### config.mk
export PLATFORM = sky130hd
export DESIGN_NAME = sprite_regfile
export DESIGN_NICKNAME = d
export VERILOG_FILES = /design/src/rtl/sprite_regfile_pkg.sv /design/src/rtl/sprite_regfile_bank.sv /design/src/rtl/sprite_regfile.sv
export SDC_FILE = /design/constraint.sdc
export NUM_CORES = 2
export LEC_CHECK = 0
export BUFFER_PORTS_ARGS = -buffer_cell sky130_fd_sc_hd__buf_2
export CAP_MARGIN = 10
export CORE_UTILIZATION = 34
export CTS_CLUSTER_SIZE = 25
export DETAILED_ROUTE_END_ITERATION = 16
export PLACE_DENSITY = 0.53
export SLEW_MARGIN = 20
export SYNTH_ARGS = -nofsm -noshare
export SYNTH_HDL_FRONTEND = slang
export SYNTH_SLANG_ARGS = --single-unit
### constraint.sdc
create_clock -name clk -period 4.5 [get_ports clk]
set_input_delay 0.225 -clock clk [delete_from_list [all_inputs] [get_ports clk]]
set_output_delay 0.225 -clock clk [all_outputs]
set_load 0.03 [all_outputs]
### src/rtl/sprite_regfile_pkg.sv
// Shared constants for the double-buffered sprite descriptor store:
// control-register offsets, status bit positions and the commit state type.
package sprite_regfile_pkg;

    localparam int FRAME_W = 32;

    localparam int OFS_COMMIT = 0;
    localparam int OFS_CLEAR  = 1;
    localparam int OFS_FRAME  = 2;
    localparam int OFS_IRQ    = 3;

    localparam int ST_PENDING = 0;
    localparam int ST_VBLANK  = 1;
    localparam int ST_IRQ     = 2;

    typedef enum logic {
        CP_IDLE    = 1'b0,
        CP_PENDING = 1'b1
    } commit_state_e;

    // Index width that stays legal for a single-slot bank.
    function automatic int idx_width(input int n);
        return (n > 1) ? $clog2(n) : 1;
    endfunction

endpackage

### src/rtl/sprite_regfile_bank.sv
// NUM_SPRITES x DATA_W descriptor array with a write port, bulk clear/load
// and a registered, bounds-checked read port. Load takes priority over clear and write.
module sprite_bank
    import sprite_regfile_pkg::*;
#(
    parameter int NUM_SPRITES = 30,
    parameter int DATA_W      = 32,
    parameter int IDX_W       = idx_width(NUM_SPRITES)
) (
    input  logic                          clk,
    input  logic                          reset_n,
    input  logic                          wr_en,
    input  logic [IDX_W-1:0]              wr_idx,
    input  logic [DATA_W-1:0]             wr_data,
    input  logic                          clr,
    input  logic                          load,
    input  logic [NUM_SPRITES*DATA_W-1:0] load_data,
    input  logic                          rd_en,
    input  logic [IDX_W-1:0]              rd_idx,
    output logic [DATA_W-1:0]             rd_data,
    output logic [NUM_SPRITES*DATA_W-1:0] mem_flat
);

    logic [DATA_W-1:0] mem_q [NUM_SPRITES];
    logic [DATA_W-1:0] mem_d [NUM_SPRITES];
    logic [DATA_W-1:0] rd_data_q, rd_data_d;

    always_comb begin
        for (int i = 0; i < NUM_SPRITES; i++) begin
            mem_d[i] = mem_q[i];
            if (load) begin
                mem_d[i] = load_data[i*DATA_W +: DATA_W];
            end else if (clr) begin
                mem_d[i] = '0;
            end else if (wr_en && (wr_idx == IDX_W'(i))) begin
                mem_d[i] = wr_data;
            end
        end
    end

    // Out-of-range indices match no slot and read back as zero.
    always_comb begin
        rd_data_d = rd_data_q;
        if (rd_en) begin
            rd_data_d = '0;
            for (int i = 0; i < NUM_SPRITES; i++) begin
                if (rd_idx == IDX_W'(i)) begin
                    rd_data_d = mem_q[i];
                end
            end
        end
    end

    always_comb begin
        mem_flat = '0;
        for (int i = 0; i < NUM_SPRITES; i++) begin
            mem_flat[i*DATA_W +: DATA_W] = mem_q[i];
        end
    end

    always_ff @(posedge clk or negedge reset_n) begin
        if (!reset_n) begin
            for (int i = 0; i < NUM_SPRITES; i++) begin
                mem_q[i] <= '0;
            end
            rd_data_q <= '0;
        end else begin
            for (int i = 0; i < NUM_SPRITES; i++) begin
                mem_q[i] <= mem_d[i];
            end
            rd_data_q <= rd_data_d;
        end
    end

    assign rd_data = rd_data_q;

endmodule

### src/rtl/sprite_regfile.sv
// Double-buffered sprite descriptor store: CPU writes the shadow bank, the
// display reads the active bank, copied atomically on vblank rise. IRQ via SPRITE_REGFILE_IRQ_EN.
//
// commit_q     | meaning
// CP_IDLE      | active bank is current, nothing queued
// CP_PENDING   | COMMIT written, copy happens at next vblank rise
module sprite_regfile
    import sprite_regfile_pkg::*;
#(
    parameter int NUM_SPRITES = 30,
    parameter int DATA_W      = 32,
    parameter int ADDR_W      = 6
) (
    input  logic                                 clk,
    input  logic                                 reset_n,
    input  logic                                 chipselect,
    input  logic                                 write,
    input  logic                                 read,
    input  logic [ADDR_W-1:0]                    address,
    input  logic [DATA_W-1:0]                    writedata,
    output logic [DATA_W-1:0]                    readdata,
    input  logic                                 vblank,
    input  logic [idx_width(NUM_SPRITES)-1:0]    disp_idx,
    output logic [DATA_W-1:0]                    disp_data
`ifdef SPRITE_REGFILE_IRQ_EN
    ,
    output logic                                 irq
`endif
);

    localparam int IDX_W = idx_width(NUM_SPRITES);
    localparam logic [ADDR_W-1:0] CTRL     = ADDR_W'(2**ADDR_W - 4);
    localparam logic [ADDR_W-1:0] A_COMMIT = CTRL + ADDR_W'(OFS_COMMIT);
    localparam logic [ADDR_W-1:0] A_CLEAR  = CTRL + ADDR_W'(OFS_CLEAR);
    localparam logic [ADDR_W-1:0] A_FRAME  = CTRL + ADDR_W'(OFS_FRAME);
    localparam logic [ADDR_W-1:0] A_IRQ    = CTRL + ADDR_W'(OFS_IRQ);

    logic                          wr_acc, rd_acc, slot_hit;
    logic                          vblank_q, vblank_d, vblank_rise, copy;
    commit_state_e                 commit_q, commit_d;
    logic [FRAME_W-1:0]            frame_q, frame_d;
    logic                          rd_bank_q, rd_bank_d;
    logic [DATA_W-1:0]             ctrl_rd_q, ctrl_rd_d;
    logic [2:0]                    status;
    logic                          irq_pend;
    logic [DATA_W-1:0]             shadow_rd;
    logic [NUM_SPRITES*DATA_W-1:0] shadow_flat;
    logic [NUM_SPRITES*DATA_W-1:0] active_flat_unused;

    assign wr_acc   = chipselect & write;
    assign rd_acc   = chipselect & read;
    assign slot_hit = (address < ADDR_W'(NUM_SPRITES));

    always_comb begin
        vblank_d    = vblank;
        vblank_rise = vblank & ~vblank_q;
        copy        = vblank_rise && (commit_q == CP_PENDING);

        // A COMMIT landing in the copy cycle re-arms for the next frame.
        commit_d = commit_q;
        if (copy) begin
            commit_d = CP_IDLE;
        end
        if (wr_acc && (address == A_COMMIT)) begin
            commit_d = CP_PENDING;
        end

        frame_d = vblank_rise ? frame_q + FRAME_W'(1) : frame_q;

        status              = '0;
        status[ST_PENDING]  = (commit_q == CP_PENDING);
        status[ST_VBLANK]   = vblank;
        status[ST_IRQ]      = irq_pend;

        rd_bank_d = rd_bank_q;
        ctrl_rd_d = ctrl_rd_q;
        if (rd_acc) begin
            rd_bank_d = slot_hit;
            case (address)
                A_COMMIT: ctrl_rd_d = DATA_W'(status);
                A_FRAME:  ctrl_rd_d = DATA_W'(frame_q);
                A_IRQ:    ctrl_rd_d = DATA_W'(irq_pend);
                default:  ctrl_rd_d = '0;
            endcase
        end
    end

    always_ff @(posedge clk or negedge reset_n) begin
        if (!reset_n) begin
            vblank_q  <= 1'b0;
            commit_q  <= CP_IDLE;
            frame_q   <= '0;
            rd_bank_q <= 1'b0;
            ctrl_rd_q <= '0;
        end else begin
            vblank_q  <= vblank_d;
            commit_q  <= commit_d;
            frame_q   <= frame_d;
            rd_bank_q <= rd_bank_d;
            ctrl_rd_q <= ctrl_rd_d;
        end
    end

`ifdef SPRITE_REGFILE_IRQ_EN
    logic irq_pend_q, irq_pend_d;

    // Set beats ack so a frame start is never lost.
    always_comb begin
        irq_pend_d = irq_pend_q;
        if (wr_acc && (address == A_IRQ) && writedata[0]) begin
            irq_pend_d = 1'b0;
        end
        if (vblank_rise) begin
            irq_pend_d = 1'b1;
        end
    end

    always_ff @(posedge clk or negedge reset_n) begin
        if (!reset_n) begin
            irq_pend_q <= 1'b0;
        end else begin
            irq_pend_q <= irq_pend_d;
        end
    end

    assign irq_pend = irq_pend_q;
    assign irq      = irq_pend_q;
`else
    assign irq_pend = 1'b0;
`endif

    sprite_bank #(
        .NUM_SPRITES (NUM_SPRITES),
        .DATA_W      (DATA_W),
        .IDX_W       (IDX_W)
    ) u_shadow (
        .clk       (clk),
        .reset_n   (reset_n),
        .wr_en     (wr_acc & slot_hit),
        .wr_idx    (address[IDX_W-1:0]),
        .wr_data   (writedata),
        .clr       (wr_acc && (address == A_CLEAR)),
        .load      (1'b0),
        .load_data ('0),
        .rd_en     (rd_acc & slot_hit),
        .rd_idx    (address[IDX_W-1:0]),
        .rd_data   (shadow_rd),
        .mem_flat  (shadow_flat)
    );

    sprite_bank #(
        .NUM_SPRITES (NUM_SPRITES),
        .DATA_W      (DATA_W),
        .IDX_W       (IDX_W)
    ) u_active (
        .clk       (clk),
        .reset_n   (reset_n),
        .wr_en     (1'b0),
        .wr_idx    ('0),
        .wr_data   ('0),
        .clr       (1'b0),
        .load      (copy),
        .load_data (shadow_flat),
        .rd_en     (1'b1),
        .rd_idx    (disp_idx),
        .rd_data   (disp_data),
        .mem_flat  (active_flat_unused)
    );

    // Slot reads come from the shadow bank's read register, control reads from ctrl_rd_q.
    assign readdata = rd_bank_q ? shadow_rd : ctrl_rd_q;

endmodule

## Yosys cells after proc, flatten, opt, wreduce, memory -nomap -nowiden

Cells that the tools add are included.

- Mux-type cells: 124
- Reduce and logical (&&, ||, !) cells: 66
- $lt $le $gt $ge: 1
- Add/subtract/negate cells: 1
- Equal/unequal tests: 61
- Bitwise logic cells: 6

Operator list:

| operator | number |
|---|---|
| $mux 32 | 121 |
| $eq 5x5->1 const B | 28 |
| $eq 5x4->1 const B | 16 |
| $pmux 32 s2 | 1 |
| $reduce_bool 2->1 | 31 |
| $eq 5x3->1 const B | 8 |
| $logic_and 1x1->1 | 33 |
| $add 32x1->32 const B | 1 |
| $eq 5x2->1 const B | 4 |
| $eq 6x6->1 const B | 3 |
| $eq 5x1->1 const B | 2 |
| $logic_not 5->1 | 2 |
| $lt 6x5->1 const B | 1 |
| $and 1x1->1 | 5 |
| $mux 1 | 2 |
| $not 1->1 | 1 |

- Logic and storage cells: 326
- Output and inout port bits: 64
- Input port bits: 49
- Register bits: 2051

## Longest topological paths before layout

- Depth in word-level cells: 31
- Depth in mapped cells: 12
- Gate-level depth less buffers: 7

## Cells and area by module

Synthesis repeated with hierarchy kept, for this count alone.

- Cell total of the unflattened synthesis: 12057
- Area total of the unflattened synthesis: 102424.5 um2

Modules (own cells, without submodules):

| module | area an instance (um2) | instances | seq. area each (um2) | cells an instance |
|---|---|---|---|---|
| sprite_bank | 49640.1 | 2 | 24823.8 | 5901 |
| sprite_regfile | 3144.3 | 1 | 1676.6 | 255 |

## Least setup slack after synthesis

Ideal clock, no wire load.

- Path type: input to register
- From: input port address[2]
- To: register u_shadow.rd_data_q[22], in the netlist u_shadow.rd_data[22]
- Arrival time: 1.960 ns
- Setup slack: 2.417 ns
- Data required time: 4.377 ns
- Path buffers: 3
- Stages: 9
- Library setup time: 0.123 ns
- Path through: buf_4 > buf_4 > and4_1 > or3_1 > clkbuf_1 > a221o_1 > a211oi_1 > nand2_1 > o221a_2

- Cells in the longest elaborated chain, start to end: 31
- Elaborated cells between the ends (all ways): 62
- Classes of those cells: 1 x order compare; 29 x eq/ne; 30 x mux; 1 x bitwise; 1 x reduce/logical

RTL lines:

| item | RTL line | RTL |
|---|---|---|
| from (decl) | sprite_regfile.sv:19 | `input logic [ADDR_W-1:0] address,` |
| $logic_not 5->1 | sprite_regfile_bank.sv:47 | `if (rd_idx == IDX_W'(i)) begin` |
| $mux 32 (30 in series) | sprite_regfile_bank.sv:47 |  |
| to (signal assigned) | sprite_regfile_bank.sv:71 | `rd_data_q <= rd_data_d;` |
| to (decl) | sprite_regfile_bank.sv:26 | `logic [DATA_W-1:0] rd_data_q, rd_data_d;` |

Parallel ways exist; a longest one is shown, timed or not.
A chain may end at the register's enable or synchronous reset.

## Worst setup path after layout

- From: input port address[2]
- To: register u_shadow.rd_data_q[21], in the netlist u_shadow.rd_data[21]

The elaborated chain is that of the path after synthesis.

==> results.ini <==
[floorplan]
dieWidth_um=532
die_height_um=532
start_util_pct=34.2
row_count=194
ios=113
coreArea_um2=280000
die-area_um2=283000

[synthesis]
seq_area_frac_synth_pct=53.7
yosysTopAreaCellShare_pct=53.7
netlist_area_um2=95700
synth_most_common_cell=nand2_1
postSynthAreaPerCell_um2=9.82
synth_fp_nets=9793
synth_flop_cell=dfrtp_1
synth_common_cells=nand2_1, dfrtp_1, a21oi_1
ys_async_sr_fraction_pct=100
ys_types=91
synth_top_cell_by_area=dfrtp_1
synthesis.instances=9743
ys_warn_count=0
synth_edf_count=0
synth.area.top_cells=dfrtp_1, mux2_2, nand2_1, a21oi_1, clkbuf_1
ys_seq_elements=2051

[power_and_ir_drop]
power.switching_mw=12.4
ir_worst_vdd_mv=0.298
pwr-share-seq_pct=46.1
p_int_mw=32.1
comb_power_share_pct=9.9
sw_frac_of_total_pct=27.8
pwr_density_cell_nw_per_um2=401
p_leak_nw=50.4
clock_power_share_pct=44.0

[critical_path]
r2r_slack_ns=1.26
r2r-start=u_shadow.mem_flat[26]
path_cells=buf_4 -> buf_4 -> nor3b_2 -> buf_4 -> nand2_1 -> nor2_1 -> or4_1 -> a21oi_1 -> o21ai_0 -> a21oi_1
reg2regPathDepth=8
critical_path_class=in2reg
worst_path_most_repeated_cell=buf_4
critPathMaxStageDelay_ns=0.65
worstSetupEndpointType=flip-flop
start_kind=input pin
arrival_ns=4.42
critPathSlowestCell=or4_1
timing.rr.end=u_shadow.rd_data[26]
crit_required_ns=5.30
critPathMaxFanout=39

[timing]
fin_crit_ns=3.62
hold_viol=0
finalClockSkew_ns=0.0710
slew-limit-headroom_pct=20.2
setup_violations=0
maxSlewViolCount=0
tightest_slew_ns=1.18
fin_crit_sh_pct=80.4
finalSetupTns_ns=0
rsz0062_at_grt=false
clock.fmax_mhz=276

[global_routing]
grt_max_degree=156
grt_overflow=0
antenna_found_initial=52
globalRouteTotalUtil_pct=32.3
grt_pass1_wl_mm=653
grt_pass1_vias=81800

[cts]
worstSkewPairLatency_ns=0.94
clockRootBuffer=clkbuf_16
cts_tree=built
ctsLongestPathBuffers=4
cts.sinks=2051
cts-resized-gates=0
path_clk_slew_ns=0.06
numCtsBuffers=225
htreeDepth=4

[finish]
fin_area_um2=111000
synthToLayoutAreaGrowth_pct=15.9
nNetsFinal=9875
layout-drive-gt1-share_pct=21.4

[worst_hold_path]
hold_start=writedata[8]
hold_path.class=in2reg
whs_path_depth=3
hold_path_end=u_shadow.mem_flat[488]

[outcome]
status=completed

[drt]
first_pass_iters=9
route.vias.total=85200
wl_mm=471
drt-initial-drc-count=12800
antenna_left=0
post_drt_via_cell_ratio=6.20
drc_errors=0
wl_per_cell_um=34.3

[flow_run]
maxCapViolations=0

[placement]
io_buffer_count=112
hpwl_mm=328
gp_congestion=1.00
dpl-instance-area_um2=103000

## metal layers
metal | routed length (um) | global-route usage [%] | vias up
met3 | 52600 | 7.98 | 1205
met4 | 34100 | 19.8 | 32
met5 | 207 | 0 | -
met2 | 199000 | 47.2 | 5679
li1 | - | - | 34400
met1 | 185000 | 43.0 | 43900
## placed cells by master (no fill, tap or decap), types with 54 or more instances in the layout
| cell type | count |
|---|---|
| nand2_1 | 2360 |
| dfrtp_1 | 2051 |
| a21oi_1 | 1400 |
| mux2_2 | 1002 |
| buf_4 | 468 |
| o21ai_0 | 368 |
| nor2_1 | 267 |
| clkbuf_16 | 227 |
| o22ai_1 | 191 |
| a22oi_1 | 117 |
| buf_2 | 104 |
| buf_12 | 82 |
| mux2i_1 | 71 |
| nor3_1 | 68 |
| nand3_1 | 64 |
| a221oi_1 | 64 |
| o211ai_1 | 63 |
| clkbuf_8 | 54 |
## power by group through the flow
stage                     logic [mW]  registers, mW  clock network (mW)
after floorplan                 2.08           20.3                   0
after global placement          4.17           20.8                   0
after detailed placement        4.23           20.8                   0
after CTS                       4.28           20.5                19.6
after global routing            4.57           20.6                20.3
final                           4.40           20.5                19.6
## area by class of cell
cell class | instances | area, um2
Fill cell | 27400 | 169000
Inverter | 26 | 100
Antenna cell | 16 | 40.0
Tap cell | 3724 | 4660
Timing Repair Buffer | 695 | 6100
Multi-Input combinational cell | 6826 | 41100
Sequential cell | 2051 | 51300
Clock buffer | 317 | 6540
Clock inverter | 82 | 1060
## critical path: cells and delay by family
kind | cells | cell delay [ns]
and+or+nand+nor | 4 | 1.26
AOI/OAI and AO/OA | 3 | 1.48
buffers and inverters | 3 | 1.35
## logic make-up (layout without fill, tap and decap cells)
logic type	after synthesis	count (layout)	share of synthesized area (%)
buffers and inverters	866	1120	3.82
other	0	16	0
adder cells (fa/ha/maj)	1	1	0.0131
multiplexers	1082	1082	12.8
flip-flops	2051	2051	53.7
AND/OR/NAND/NOR	3047	3047	13.0
XOR/XNOR	31	31	0.284
AO/OA/AOI/OAI	2665	2665	16.5
## metrics by stage
step	total power, mW	setup WS, ns	cells	util, %	hold WS, ns
after floorplan	22.4	2.42	9743	-	-0.0706
after global routing	45.5	1.14	13700	39.6	0.0229
after detailed placement	25.0	0.199	13300	36.8	0.199
final	44.4	0.882	13700	39.7	0.0271
after global placement	24.9	0.203	13300	36.7	0.198
after CTS	44.4	1.13	13700	39.6	0.00273
## timing repair
item / in CTS / in global routing
endpoints found under the hold margin: 1544 / 0
hold buffers: 38 / 0
setup endpoints to repair: 0 / 0
buffers inserted: 0 / 0
## worst max path at each step
| stage | startpoint | end | slack (ns) | depth (start not counted) |
|---|---|---|---|---|
| finish | address[2] | u_shadow.rd_data[21] | 0.88 | 10 |
| global route | address[2] | u_shadow.rd_data[26] | 1.14 | 10 |
| CTS | address[2] | u_shadow.rd_data[21] | 1.13 | 10 |
| detailed placement | address[2] | u_shadow.rd_data[21] | 0.20 | 10 |
| global placement | address[2] | u_shadow.rd_data[21] | 0.20 | 10 |
| floorplan | address[2] | u_shadow.rd_data[22] | 2.42 | 9 |
## flip-flops by register name, summed over array words and instances, names as in the netlist
name and cells:
u_shadow.mem_flat 960, u_shadow.rd_data 32, rd_bank_q 1, ctrl_rd_q 32, u_active.mem_flat 960, commit_q 1
frame_q 32, vblank_q 1, u_active.rd_data 32
Power figures use the tool's default switching activity.
